[src/rtl/cp0_pkg.sv]
// rtl/cp0_pkg.sv - CP0 register numbers, field positions, ExcCodes and controller states
package cp0_pkg;

    localparam logic [4:0] CP0_STATUS = 5'd12;
    localparam logic [4:0] CP0_CAUSE  = 5'd13;
    localparam logic [4:0] CP0_EPC    = 5'd14;

    localparam int ST_IE     = 0;
    localparam int ST_EXL    = 1;
    localparam int ST_IM_LO  = 8;
    localparam int CA_EXC_LO = 2;
    localparam int CA_IP_LO  = 8;
    localparam int CA_BD     = 31;

    localparam logic [4:0] EXC_INT  = 5'd0;
    localparam logic [4:0] EXC_ADEL = 5'd4;
    localparam logic [4:0] EXC_ADES = 5'd5;
    localparam logic [4:0] EXC_SYS  = 5'd8;
    localparam logic [4:0] EXC_BP   = 5'd9;
    localparam logic [4:0] EXC_RI   = 5'd10;
    localparam logic [4:0] EXC_OV   = 5'd12;

    typedef enum logic {
        IDLE     = 1'b0,
        REDIRECT = 1'b1
    } cp0_state_t;

endpackage

[src/rtl/int_sync.sv]
// rtl/int_sync.sv - two-flop synchronizer bank for asynchronous interrupt lines
module int_sync #(
    parameter int WIDTH = 6
) (
    input  logic             clk,
    input  logic             rst_n,
    input  logic [WIDTH-1:0] async_in,
    output logic [WIDTH-1:0] sync_out
);

    logic [WIDTH-1:0] meta;

    always_ff @(posedge clk or negedge rst_n) begin
        if (!rst_n) begin
            meta     <= '0;
            sync_out <= '0;
        end else begin
            meta     <= async_in;
            sync_out <= meta;
        end
    end

endmodule

[src/rtl/exception_ctrl.sv]
// rtl/exception_ctrl.sv - CP0-lite exception/interrupt controller driving the PC redirect port
module exception_ctrl
    import cp0_pkg::*;
#(
    parameter logic [31:0] EXC_VECTOR = 32'h8000_0180,
    parameter int          NUM_HW_INT = 6
) (
    input  logic                  clk,
    input  logic                  rst,
    input  logic                  memValid,
    input  logic [31:0]           memPC,
    input  logic                  memInDelaySlot,
    input  logic                  excValid,
    input  logic [4:0]            excCode,
    input  logic                  eretValid,
    input  logic [NUM_HW_INT-1:0] hwInt,
    input  logic                  cp0WriteEN,
    input  logic [4:0]            cp0Addr,
    input  logic [31:0]           cp0WData,
    output logic [31:0]           cp0RData,
    output logic                  clr,
    output logic                  PCControl,
    output logic [31:0]           ExceptionPC,
    output logic                  excBusy
);

    cp0_state_t state;

    logic [NUM_HW_INT-1:0] hw_sync;
    logic                  st_ie;
    logic                  st_exl;
    logic [7:0]            st_im;
    logic                  ca_bd;
    logic [NUM_HW_INT-1:0] ca_ip_hw;
    logic [1:0]            ca_ip_sw;
    logic [4:0]            ca_exc;
    logic [31:0]           epc;

    logic [7:0]  ca_ip;
    logic [31:0] status_word;
    logic [31:0] cause_word;
    logic        int_pending;
    logic        detect;
    logic        take_exc;
    logic        take_ret;
    logic        event_taken;
    logic [4:0]  code_sel;
    logic [31:0] ret_target;

    int_sync #(.WIDTH(NUM_HW_INT)) u_int_sync (
        .clk      (clk),
        .rst_n    (rst),
        .async_in (hwInt),
        .sync_out (hw_sync)
    );

    assign ca_ip = {ca_ip_hw, ca_ip_sw};

    always_comb begin
        status_word                       = '0;
        status_word[ST_IE]                = st_ie;
        status_word[ST_EXL]               = st_exl;
        status_word[ST_IM_LO +: 8]        = st_im;
        cause_word                        = '0;
        cause_word[CA_BD]                 = ca_bd;
        cause_word[CA_IP_LO +: 8]         = ca_ip;
        cause_word[CA_EXC_LO +: 5]        = ca_exc;
    end

    always_comb begin
        case (cp0Addr)
            CP0_STATUS: cp0RData = status_word;
            CP0_CAUSE:  cp0RData = cause_word;
            CP0_EPC:    cp0RData = epc;
            default:    cp0RData = '0;
        endcase
    end

    // Priority: synchronous exception, then unmasked interrupt, then ERET.
    assign int_pending = st_ie & ~st_exl & (|(ca_ip & st_im));
    assign detect      = (state == IDLE) && memValid;
    assign take_exc    = detect && (excValid || int_pending);
    assign take_ret    = detect && !excValid && !int_pending && eretValid;
    assign event_taken = take_exc || take_ret;
    assign code_sel    = excValid ? excCode : EXC_INT;
    // An EPC write committing alongside ERET still steers the return target.
    assign ret_target  = (cp0WriteEN && cp0Addr == CP0_EPC) ? cp0WData : epc;

    always_ff @(posedge clk or negedge rst) begin
        if (!rst) begin
            st_ie    <= 1'b0;
            st_exl   <= 1'b0;
            st_im    <= '0;
            ca_bd    <= 1'b0;
            ca_ip_hw <= '0;
            ca_ip_sw <= '0;
            ca_exc   <= '0;
            epc      <= '0;
        end else begin
            ca_ip_hw <= hw_sync;
            if (take_exc) begin
                epc    <= memInDelaySlot ? memPC - 32'd4 : memPC;
                ca_bd  <= memInDelaySlot;
                ca_exc <= code_sel;
                st_exl <= 1'b1;
            end else if (take_ret) begin
                st_exl <= 1'b0;
            end else if (cp0WriteEN) begin
                case (cp0Addr)
                    CP0_STATUS: begin
                        st_ie  <= cp0WData[ST_IE];
                        st_exl <= cp0WData[ST_EXL];
                        st_im  <= cp0WData[ST_IM_LO +: 8];
                    end
                    CP0_CAUSE: ca_ip_sw <= cp0WData[CA_IP_LO +: 2];
                    CP0_EPC:   epc      <= cp0WData;
                    default:   ;
                endcase
            end
        end
    end

    always_ff @(posedge clk or negedge rst) begin
        if (!rst) begin
            state       <= IDLE;
            clr         <= 1'b0;
            PCControl   <= 1'b0;
            ExceptionPC <= '0;
            excBusy     <= 1'b0;
        end else begin
            case (state)
                IDLE: begin
                    if (event_taken) begin
                        state       <= REDIRECT;
                        clr         <= 1'b1;
                        PCControl   <= 1'b1;
                        excBusy     <= 1'b1;
                        ExceptionPC <= take_exc ? EXC_VECTOR : ret_target;
                    end
                end
                REDIRECT: begin
                    state     <= IDLE;
                    clr       <= 1'b0;
                    PCControl <= 1'b0;
                    excBusy   <= 1'b0;
                end
                default: state <= IDLE;
            endcase
        end
    end

endmodule

[config.mk]
export PLATFORM = sky130hd
export DESIGN_NAME = exception_ctrl
export DESIGN_NICKNAME = d
export VERILOG_FILES = /design/src/rtl/cp0_pkg.sv /design/src/rtl/int_sync.sv /design/src/rtl/exception_ctrl.sv
export SDC_FILE = /design/constraint.sdc
export NUM_CORES = 1
export LEC_CHECK = 0
export ABC_CLOCK_PERIOD_IN_PS = 1700
export BUFFER_PORTS_ARGS = -buffer_cell sky130_fd_sc_hd__buf_2
export CAP_MARGIN = 0
export CORE_MARGIN = 2
export CORE_UTILIZATION = 40
export DETAILED_ROUTE_END_ITERATION = 10
export PLACE_DENSITY = 0.69
export SLEW_MARGIN = 10
export SYNTH_ARGS = -nofsm -noshare
export SYNTH_HDL_FRONTEND = slang
export SYNTH_SLANG_ARGS = --single-unit
[constraint.sdc]
create_clock -name clk -period 1.7 [get_ports clk]
set_input_delay 0.34 -clock clk [delete_from_list [all_inputs] [get_ports clk]]
set_output_delay 0.34 -clock clk [all_outputs]
set_load 0.005 [all_outputs]
# [Word-level counts from Yosys, hierarchy flattened]
# Cells that the tools add are included.
# W data, S select, Z words.
[totals] reg_bits=102 inputBits=87 out_inout_bits=67 elab_cells=63
[op_classes] add_sub_neg=1 n_eq_ne=5 muxes=17 bitwise=7 reduce_logical=20
[ops] op="$mux W32" n=7
[ops] op="$pmux W32 S3" n=1
[ops] op="$sub A32 B3 Y32 const B" n=1
[ops] op="$eq A5 B4 Y1 const B" n=3
[ops] op="$and A8 B8 Y8" n=1
[ops] op="$reduce_and A4 Y1" n=2
[ops] op="$reduce_or A8 Y1" n=1
[ops] op="$logic_and A1 B1 Y1" n=6
[ops] op="$mux W1" n=6
[ops] op="$reduce_bool A3 Y1" n=2
[ops] op="$mux W5" n=1
[ops] op="$ne A2 B2 Y1 const B" n=2
[ops] op="$not A1 Y1" n=4
[ops] op="$pmux W1 S2" n=2
[ops] op="$reduce_and A2 Y1" n=2
[ops] op="$reduce_bool A2 Y1" n=2
[ops] op="$reduce_and A3 Y1" n=1
[ops] op="$and A1 B1 Y1" n=2
[ops] op="$logic_not A1 Y1" n=2
[ops] op="$logic_or A1 B1 Y1" n=2

# [Longest topological paths before layout]
[logic_depth] ltp_word=9 depth_mapped=7 depth_no_buf=6

# [By module]
# Synthesis repeated with hierarchy kept, for this count alone.
[hier_totals] cells_unflattened=500 area_unflattened_um2=5252.5
[by_module_without_submodules] module="exception_ctrl" instances=1 cells_each=488 area_each_um2=4952.2 seq_area_each_um2=2252.2
[by_module_without_submodules] module="int_sync" instances=1 cells_each=12 area_each_um2=300.3 seq_area_each_um2=300.3

# [Least setup slack after synthesis]
# OpenSTA, ideal clock, no wires.
[synth_timing] path_type="input-to-output" start="input port cp0Addr[2]" end="output port cp0RData[13]" t_arrival_ns=1.510 required_time_ns=1.360 slack_ns=-0.150 cell_stages=7 path_buffers=3 path_cell_list="and3b_1 > clkbuf_1 > and2_1 > clkbuf_1 > buf_2 > a222oi_1 > inv_1"
[synth_via] elab_chain_cells=2 elab_cells_between_ends=4 cone_classes="3 x eq/ne; 1 x mux"
[synth_rtl] item="from (decl)" line="exception_ctrl.sv:18" text="input logic [4:0] cp0Addr,"
[synth_rtl] item="$eq A5 B4 Y1" line="exception_ctrl.sv:71" text="case (cp0Addr)"
[synth_rtl] item="$pmux W32 S3 *" line="exception_ctrl.sv:71"
[synth_rtl] item="to (decl)" line="exception_ctrl.sv:20" text="output logic [31:0] cp0RData,"
# Every way passes the cells marked *; elsewhere a longest branch is shown, timed or not.

# [Worst setup path in the final report]
[layout_timing] start="register ca_ip_sw[0]" end="register ca_ip_sw[1]"
[layout_via] elab_chain_cells=8 elab_cells_between_ends=11 cone_classes="4 x bitwise; 7 x reduce/logical"
[layout_rtl] item="from (decl)" line="exception_ctrl.sv:35" text="logic [1:0] ca_ip_sw;"
[layout_rtl] item="from (signal assigned)" line="exception_ctrl.sv:115" text="CP0_CAUSE: ca_ip_sw <= cp0WData[CA_IP_LO +: 2];"
[layout_rtl] item="$and A8 B8 Y8 *" line="exception_ctrl.sv:80" text="assign int_pending = st_ie & ~st_exl & (|(ca_ip & st_im));"
[layout_rtl] item="$reduce_or A8 Y1 *" line="exception_ctrl.sv:80"
[layout_rtl] item="$and A1 B1 Y1 *" line="exception_ctrl.sv:80"
[layout_rtl] item="$logic_not A1 Y1" line="exception_ctrl.sv:83" text="assign take_ret = detect && !excValid && !int_pending && eretValid;"
[layout_rtl] item="$logic_and A1 B1 Y1 (2 in a row)" line="exception_ctrl.sv:83"
[layout_rtl] item="$not A1 Y1 (no source line)"
[layout_rtl] item="$reduce_and A4 Y1 (no source line) *"
# Marks and branches as above.
# A chain may end at the register's enable or synchronous reset.

==> results summary <==
The flow ran to the end, but the final reports show violations. The checks that failed: negative setup slack. The worst relative slew slack is 67.3%. Counting along the longest clock path gives a buffer depth of 2. The clock tree synthesis step divided the H-tree into 3 levels. The share of final-layout standard cells stronger than drive strength 1 came out at 46.9%. The element type at the critical path start is a register. Setup repair after global routing could not meet its margin everywhere. The part of the Yosys area used for sequential elements is 47.8%. At the worst endpoint, the arrival time is 2.21 ns. In this run the cell area of the synthesized design comes to 5340 sq um. The final layout contains 833 nets. The reg-to-reg endpoint is ca_ip_sw[1]$_DFFE_PN0P_.

Before antenna repair, the detailed router went through 5 iterations. The via count of the first global-routing pass came to 4974. The number of slew-limit violations in the final report is 0. The power per unit of standard cell area came out at 867 nW/um^2. Detailed placement finished with a half-perimeter wire length of 12300 um. The wire length of the first global-routing pass came out at 26300 um. The worst vdd rail ir drop came out at 0.000446 V. The reg-to-reg critical path startpoint is ca_ip_sw[0]$_DFFE_PN0P_. The worst hold path begins at hwInt[3]. The post-synthesis register bit count is 102. The post-layout minimum cycle time is 1.96 ns. The worst slack at placement came out at -0.357 ns.

The actual slew at the worst max-slew pin is 0.490 ns. The count of flip-flops with a built-in enable after synthesis came out at 0. The critical path required time is 1.95 ns. The post-route worst setup slack is -0.258 ns. The count of final setup violators is 97. The standby leakage power is 3.72 nW. The post-route fraction of the period consumed by the critical path came out at 115%. The area growth from synthesis to final layout came out at 45.2%.

The total DRC errors in the routed layout is 0. The hold-critical path depth came out at 1. The path category of the worst min-delay check is in -> reg. The average vias per placed instance is 5.42. The clock reaches the later pin of the worst-skew pair after 0.36 ns.

The die span in y came out at 120 um. The buffer type at the clock tree root is sky130_fd_sc_hd__clkbuf_16. The sum of overflow across all layers after global routing came out at 0. sky130_fd_sc_hd__dfrtp_1 takes more of the synthesized area than any other cell. The post-detailed-route count of antenna-violating nets is 0. The routed via count came out at 5015. Routability-driven placement finished with a final weighted congestion of 0.885.

In this run the tool buffered the top-level ports with 153 buffer cells. The clock-pin slew on the worst setup and hold paths is 0.08 ns. The async set-or-reset flop fraction in the synthesized netlist is 100%. The initial core utilization came out at 40.6%.

In this run the standard cell core region covers 13100 sq um. STA classifies the critical path endpoint as a register. Leaving out fill and tap cells, the most frequent cell in the layout is sky130_fd_sc_hd__buf_2.

The number of hold violations in the final report came to 0. The synthesized design devotes to its leading area cell type 47.8% of total area. In the layout the commonest cells are 149 x sky130_fd_sc_hd__buf_2, 102 x sky130_fd_sc_hd__dfrtp_1, 68 x sky130_fd_sc_hd__buf_4.

The number of antenna violations at the first check in global routing came out at 0. The number of maximum-capacitance constraint violations came out at 0. Counting every net in the synthesized netlist gives 602. The final wirelength came out at 17100 um. For hold timing, the worst endpoint is u_int_sync.meta[3]$_DFF_PN0_. Between clock sinks in the finished design, the worst skew comes to 0.00605 ns. The final total negative setup slack came out at -10.11 ns. The die covers 14300 sq um. The pin count of the biggest net entering global routing came out at 42. The number of warnings printed during yosys synthesis is 0. The count of routing violations after the opening detailed-route iteration is 386. Global routing used 23.9% of the available tracks across all layers. The number of cells on the worst reg-to-reg path is 7. The fraction of the core area covered by cells at the end of the flow is 59.0%. A synthesized cell averages 10.4 sq um. The clock tree from TritonCTS is done.

The count of standard-cell rows is 42. The die is 120 um wide. After detailed routing, the average wire length per cell comes to 18.5 um.

The most used flip-flop cell after synthesis is sky130_fd_sc_hd__dfrtp_1. The number of buffers added by the clock tree synthesis step is 9. The startpoint-to-endpoint class of the critical path is reg -> reg.

For this run, the top clock speed supported by timing is 511 MHz. Sorting the synthesized cells by area gives the leading types as sky130_fd_sc_hd__dfrtp_1 48%, sky130_fd_sc_hd__mux2i_1 7.3%, sky130_fd_sc_hd__mux2_2 6.3%. The number of instances in the synthesized netlist is 514. 0 antenna diodes ended up in the layout.

The slack of the worst reg-to-reg path came out at -0.26 ns. Overall power consumption after layout is estimated at 0.00672 W. Along the worst path, the maximum fanout reaches 4. The number of different library cells in the post-synthesis netlist is 54.

The clock net in this run drives a total of 102 sinks. The total I/O pin count is 154. The layout has 1098 filler cells.
## per-stage QoR
step	hold slack (ns)	std cells	cell area, sq um
after floorplan	0.0444	514	5390
after global placement	0.309	892	6940
after detailed placement	0.310	892	6940
after CTS	0.0681	923	7650
after global routing	0.0656	926	7750
final	0.0738	926	7750
## power breakdown
group          internal [W]  switching (W)
Clock               0.00105        0.00107
Combinational      0.000830       0.000730
Sequential          0.00277       0.000268
Total               0.00465        0.00206
## synthesized netlist by cell type (2+ instances only)
master,count
sky130_fd_sc_hd__and4_1,3
sky130_fd_sc_hd__o31ai_1,2
sky130_fd_sc_hd__o22ai_1,3
sky130_fd_sc_hd__mux2i_1,39
sky130_fd_sc_hd__buf_4,5
sky130_fd_sc_hd__a22oi_1,8
sky130_fd_sc_hd__nand3b_1,3
sky130_fd_sc_hd__o21ai_2,5
sky130_fd_sc_hd__nor2_1,29
sky130_fd_sc_hd__and2_1,3
sky130_fd_sc_hd__buf_2,10
sky130_fd_sc_hd__nand4b_1,3
sky130_fd_sc_hd__mux2_2,30
sky130_fd_sc_hd__a31oi_1,3
sky130_fd_sc_hd__o2bb2ai_1,2
sky130_fd_sc_hd__o21ai_1,3
sky130_fd_sc_hd__nor4_1,3
sky130_fd_sc_hd__nor2b_1,3
sky130_fd_sc_hd__nor3_1,9
sky130_fd_sc_hd__clkbuf_1,18
sky130_fd_sc_hd__nor4b_1,2
sky130_fd_sc_hd__o22a_1,3
sky130_fd_sc_hd__a222oi_1,8
sky130_fd_sc_hd__or4_1,3
sky130_fd_sc_hd__inv_1,13
sky130_fd_sc_hd__xor2_1,15
sky130_fd_sc_hd__nand4_1,3
sky130_fd_sc_hd__xnor2_1,11
sky130_fd_sc_hd__dfrtp_1,102
sky130_fd_sc_hd__nand3_1,10
sky130_fd_sc_hd__nand2b_1,2
sky130_fd_sc_hd__a21oi_1,10
sky130_fd_sc_hd__a22o_1,13
sky130_fd_sc_hd__or3_1,2
sky130_fd_sc_hd__nand2_1,55
sky130_fd_sc_hd__and3_1,18
sky130_fd_sc_hd__o21ai_0,43
## worst max path at each step
stage,from,endpoint,cells past startpoint
2_1_floorplan,st_im[5]$_DFFE_PN0P_,st_ie$_DFFE_PN0P_,6
3_3_place_gp,ca_ip_hw[2]$_DFF_PN0_,epc[4]$_DFFE_PN0P_,7
3_5_place_dp,st_im[5]$_DFFE_PN0P_,epc[1]$_DFFE_PN0P_,7
4_1_cts,st_im[0]$_DFFE_PN0P_,cp0RData[8],4
5_1_grt,ca_ip_sw[0]$_DFFE_PN0P_,st_im[2]$_DFFE_PN0P_,7
6_report,ca_ip_sw[0]$_DFFE_PN0P_,ca_ip_sw[1]$_DFFE_PN0P_,7
## area by class of cell
type / instances / area (sq um) / share of cell area [%]
flip-flops and latches: 102 / 2550 / 32.9
repair buffers: 253 / 1810 / 23.4
inverters: 14 / 60.1 / 0.775
well taps: 176 / 220 / 2.84
clock buffers: 9 / 225 / 2.91
multi-input cells: 365 / 2810 / 36.3
clock inverters: 7 / 71.3 / 0.920
## registers in the layout, summed over array words and instances, names as in the netlist, 2 cells and up
| signal | count |
|---|---|
| ExceptionPC | 32 |
| epc | 32 |
| st_im | 8 |
| ca_ip_hw | 6 |
| u_int_sync.meta | 6 |
| u_int_sync.sync_out | 6 |
| ca_exc | 5 |
| ca_ip_sw | 2 |
## cells by family (layout without fill, tap and decap cells)
kind of cell / Yosys count / count (layout) / share of synthesized area, %
DFF: 102 / 102 / 47.8
and+or+nand+nor: 159 / 161 / 16.0
AOI/OAI and AO/OA: 108 / 108 / 13.8
buffers and inverters: 49 / 283 / 4.20
xor gates and xnor gates: 26 / 26 / 4.27
adders and majority gates: 1 / 1 / 0.234
muxes: 69 / 69 / 13.6
## critical path, stage by stage (launching register included)
cell and delay (ns):
sky130_fd_sc_hd__dfrtp_1 0.40, sky130_fd_sc_hd__a22oi_2 0.23, sky130_fd_sc_hd__a41oi_4 0.20, sky130_fd_sc_hd__o31ai_4 0.26, sky130_fd_sc_hd__buf_4 0.16, sky130_fd_sc_hd__buf_6 0.09
sky130_fd_sc_hd__and3_4 0.20, sky130_fd_sc_hd__mux2_4 0.30
## repair_timing
item	CTS	global route
cloned	4	0
endpoints found under the setup margin	98	99
hold buffers	1	0
hold endpoints to repair	29	0
gates resized for setup	83	26
pin swaps	29	15
buffers inserted	12	5
## metal layers
metal / GRT usage (%) / wire length [um]
met5: 0 / 0
met2: 38.0 / 8110
met1: 31.8 / 7320
met3: 5.61 / 1210
met4: 9.19 / 474
Power figures use the tool's default switching activity.
